[config.mk]
export PLATFORM = sky130hd
export DESIGN_NAME = mux2_1_stream_arbiter
export DESIGN_NICKNAME = d
export VERILOG_FILES = /design/src/rtl/mux2_1_stream_arbiter.sv
export SDC_FILE = /design/constraint.sdc
export NUM_CORES = 1
export LEC_CHECK = 0
export CORE_MARGIN = 2
export CORE_UTILIZATION = 42
export DETAILED_ROUTE_END_ITERATION = 16
export PLACE_DENSITY = 0.89
export SYNTH_ARGS = -nofsm -noshare
export SYNTH_HDL_FRONTEND = slang
export SYNTH_SLANG_ARGS = --single-unit
export TNS_END_PERCENT = 5
[constraint.sdc]
create_clock -name clk -period 1.8 [get_ports clk]
set_clock_uncertainty 0.15 [all_clocks]
set_input_delay 0.36 -clock clk [delete_from_list [all_inputs] [get_ports clk]]
set_output_delay 0.36 -clock clk [all_outputs]
set_load 0.01 [all_outputs]
[src/rtl/mux2_1_stream_arbiter.sv]
// Two-input stream arbiter with bounded bursts feeding one registered output slot.
// A source keeps the grant for up to MAX_BURST beats while the other source is waiting.
module mux2_1_stream_arbiter #(
   parameter int DATA_WIDTH = 8,
   parameter int MAX_BURST  = 4
) (
   input  logic                  clk,
   input  logic                  rst,
   input  logic [DATA_WIDTH-1:0] i0_data,
   input  logic                  i0_valid,
   output logic                  i0_ready,
   input  logic [DATA_WIDTH-1:0] i1_data,
   input  logic                  i1_valid,
   output logic                  i1_ready,
   output logic [DATA_WIDTH-1:0] out_data,
   output logic                  out_valid,
   input  logic                  out_ready,
   output logic                  sel
);
   localparam int CW = $clog2(MAX_BURST + 1);

   logic [CW-1:0] cnt;
   logic          load_en;
   logic          own_v;
   logic          oth_v;
   logic          keep;
   logic          gnt_v;
   logic          gnt;
   logic          xfer;

   always_comb begin
      load_en  = !out_valid || out_ready;
      own_v    = sel ? i1_valid : i0_valid;
      oth_v    = sel ? i0_valid : i1_valid;
      keep     = own_v && (cnt < CW'(MAX_BURST));
      gnt_v    = own_v || oth_v;
      gnt      = sel;
      // Hand over once the owner is idle or exhausted; otherwise an exhausted owner restarts.
      if (!keep && oth_v) gnt = !sel;
      xfer     = gnt_v && load_en && !rst;
      i0_ready = xfer && !gnt;
      i1_ready = xfer && gnt;
   end

   always_ff @(posedge clk) begin
      if (rst) begin
         out_valid <= 1'b0;
         out_data  <= '0;
         sel       <= 1'b0;
         cnt       <= '0;
      end else if (load_en) begin
         out_valid <= xfer;
         if (xfer) begin
            out_data <= gnt ? i1_data : i0_data;
            sel      <= gnt;
            cnt      <= keep ? cnt + CW'(1) : CW'(1);
         end
      end
   end
endmodule

==> results by group <==
Die
  • Die Ht: approximately 49 um
  • Die area: around 2400 um2
  • Die width: approximately 49 um
  • Num rows: 16
  • Core area: 1920 um2
  • Initial Utilization: 0.437
  • I/O pin count: 33

Drt
  • Vias: 1065
  • DR iter-0 viols: 36
  • Met2 WL: 1320 um
  • Routed Antenna Nets: 0
  • Met3 routed WL: around 220 um
  • DRT Pass-1 Iters: 4
  • Met1 WL: roughly 1000 um
  • Wire per inst: between 10 and 15 um
  • DR top layer: met4
  • DR DRC count: 0
  • WL final: around 2600 um
  • Vias/cell: around 6

Worst setup path
  • Crit end category: primary output
  • Top delay family on crit path: simple AND/OR/NAND/NOR gates
  • CP Data Arrival Time: around 1.5 ns
  • CP cell instances: nor2b_4, or3_4, a211oi_4, buf_2
  • Startpoint Class: register
  • Critical path's slowest cell: or3_4
  • Crit path buf inv count: 1
  • Max Fanout on Critical Path: 2
  • Worst reg2reg endpoint: out_data[5]$_SDFFE_PP0P_
  • WS Path Type: reg2out
  • R2R setup slack: around 0.08 ns
  • Reg-to-reg startpoint: cnt[2]$_SDFFE_PP0P_
  • Data required, critical path: about 1.3 ns
  • Reg2reg path depth: 5
  • CP peak stage delay: roughly 0.4 ns

Timing
  • Fin. max-slew vios: 0
  • Min Tclk post-route: 1.96 ns
  • Unrepaired setup endpoints after global routing: true
  • Setup-failing EPs final: 2
  • Final hold violation count: 0
  • Relative slew slack: 0.608
  • Period utilisation layout: 1.09
  • Setup tns final: -0.318 ns
  • Worst-margin pin slew: ~0.6 ns
  • Peak Freq: slightly above 500 MHz
  • Final worst slack: -0.165 ns
  • Final Hold Slack: between 0.3 and 0.4 ns

Yosys
  • Mapped Avg Cell Area: 7.71 um2
  • Register area share after synthesis: 0.310
  • Adder-Cell Fraction of Synth Area: 0.0149
  • Synth Area in Simple Gates: 0.220
  • Main combinational cell family by area after synthesis: compound AO/OA/AOI/OAI gates
  • Mux cell area share after synthesis: 0.0119
  • Syn_nets: roughly 130
  • Area fraction in compound gates after synthesis: 0.391
  • Yosys warns: 0
  • Netlist Area Pre-Place: about 840 um2
  • Count of different cell masters after synthesis: 23
  • Xor/xnor share of the synthesized area: 0
  • Yosys reg bits: 13
  • Syn Inst Count: 109

Finish
  • Antenna diodes: 0
  • Share of cells above drive strength 1: 0.235
  • Reg area: ~270 um2
  • Non-filler cells, final: 180
  • FILL cells: 150
  • Commonest non-fill, non-tap cells in the layout: clkdlybuf4s50_1, a21oi_1, buf_4, dfxtp_1, nor2_1
  • Post-layout net count: 176
  • Commonest non-fill, non-tap cell in the layout: clkdlybuf4s50_1
  • Area of the multi-input gates: between 500 and 600 um2
  • Area Overhead vs Synth: 60.6%

Clock network
  • Deepest clock path buffer count: 2
  • Htree depth: 1
  • CTS Buf Count: 3
  • Root Buffer: clkbuf_4
  • TritonCTS clock tree: yes
  • Clock Latency Late Sink: 0.29 ns
  • Clock tree sinks: 13
  • Number of hold buffers added after CTS: 0
  • Worst-path clk slew: ~0.08 ns

Worst hold path
  • Hold Path Sink: cnt[1]$_SDFFE_PP0P_
  • HP Start: cnt[1]$_SDFFE_PP0P_
  • Worst hold path stage count: 2
  • Worst Hold Class: reg2reg

Global route
  • Largest net degree at the start of global routing: 17
  • Grt total ovfl: 0
  • Global-route wire length before repair: between 4000 and 5000 um
  • GRT Util Overall: 0.233
  • Initial antenna violation count: 0
  • Vias in the first global route: roughly 1100

Power and ir drop
  • Tot Pwr: around 0.0008 W
  • Maximum vdd drop: 0.534 mV
  • P per Cell Area: ~600 nW/um2
  • Lkg Pwr: around 0.55 nW

Place
  • Placed Instances: approximately 180
  • IO Port Bufs: 32
  • HPWL after detailed placement: ~1900 um
  • Gp weighted congestion: 0.815

Outcome
  • Outcome: complete, but fails checks
  • Failing checks: setup timing

Flow run
  • Maximum capacitance violations: 0
[synth_stat cells]
master / count / area share
a21boi_2: 1 / 0.013
mux2i_1: 1 / 0.012
buf_2: 5 / 0.030
nor3b_2: 1 / 0.015
nor2b_1: 9 / 0.067
o21ai_0: 8 / 0.048
or2_2: 2 / 0.015
nand3_1: 3 / 0.018
nand2b_1: 2 / 0.015
or3_1: 1 / 0.0074
buf_4: 1 / 0.0089
clkbuf_1: 2 / 0.0089
ha_1: 1 / 0.015
a21oi_1: 21 / 0.12
a31oi_1: 1 / 0.0074
a211oi_1: 9 / 0.080
dfxtp_1: 13 / 0.31
nor3_1: 2 / 0.012
nor2_1: 12 / 0.054
nand2_1: 4 / 0.018
a2111o_1: 8 / 0.11
inv_1: 1 / 0.0045
a31o_2: 1 / 0.010
[tightest hold or removal path, cell delays in order, from the launching register on]
cell     delay [ns]
dfxtp_1        0.32
nand2_1        0.05
a21oi_1        0.05
[worst max-delay path by stage]
| stage | startpoint | endpoint | slack [ns] | depth (start not counted) |
|---|---|---|---|---|
| floorplan | out_valid$_SDFFE_PP0P_ | i1_ready | 0.06 | 3 |
| global placement | out_ready | i1_ready | -0.76 | 5 |
| detailed placement | out_ready | i1_ready | -0.79 | 5 |
| CTS | out_valid$_SDFFE_PP0P_ | i1_ready | -0.23 | 4 |
| global route | out_valid$_SDFFE_PP0P_ | i1_ready | -0.21 | 4 |
| finish | out_valid$_SDFFE_PP0P_ | i1_ready | -0.16 | 4 |
[area by class of cell]
| type | instances | area share |
|---|---|---|
| Multi-Input combinational cell | 87 | 0.432 |
| Timing Repair Buffer | 48 | 0.324 |
| Sequential cell | 13 | 0.196 |
| Tap cell | 27 | 0.0250 |
| Clock buffer | 4 | 0.0195 |
| Inverter | 1 | 0.00278 |
[metrics by stage]
stage / util / cell area, um2 / worst slack (ns)
floorplan: - / 841 / 0.0612
finish: 0.702 / 1350 / -0.165
global route: 0.702 / 1350 / -0.206
global placement: 0.660 / 1270 / -0.762
detailed placement: 0.660 / 1270 / -0.792
CTS: 0.690 / 1330 / -0.230
[cells by family (layout without fill, tap and decap cells)]
group,Yosys count,in the layout
flip-flops,13,13
buffers and inverters,9,53
multiplexers,1,1
adder cells (fa/ha/maj),1,1
AND/OR/NAND/NOR,36,36
AO/OA/AOI/OAI,49,49
[repair_timing]
item	in CTS	in global routing
pin swaps	3	2
endpoints found under the hold margin	0	0
buffers inserted	0	1
resized for setup	25	4
endpoints found under the setup margin	11	11
[layer usage]
layer,global-route usage,vias to the layer above
met2,0.409,61
met1,0.260,499
li1,-,494
met3,0.0309,11
met4,0.162,0
met5,0,-
[sequential cells by signal, summed over array words and instances, names as in the netlist]
signal	cells
out_data	8
cnt	3
out_valid	1
sel	1
[report_power, final]
group	internal [W]	leakage, nW	switching (W)	total, W
combinational	0.000157	0.430	0.000136	0.000293
clock	0.0000863	0.0150	0.000104	0.000190
sequential	0.000311	0.108	0.0000136	0.000325
Note: power is estimated with default switching activity, not from simulation.
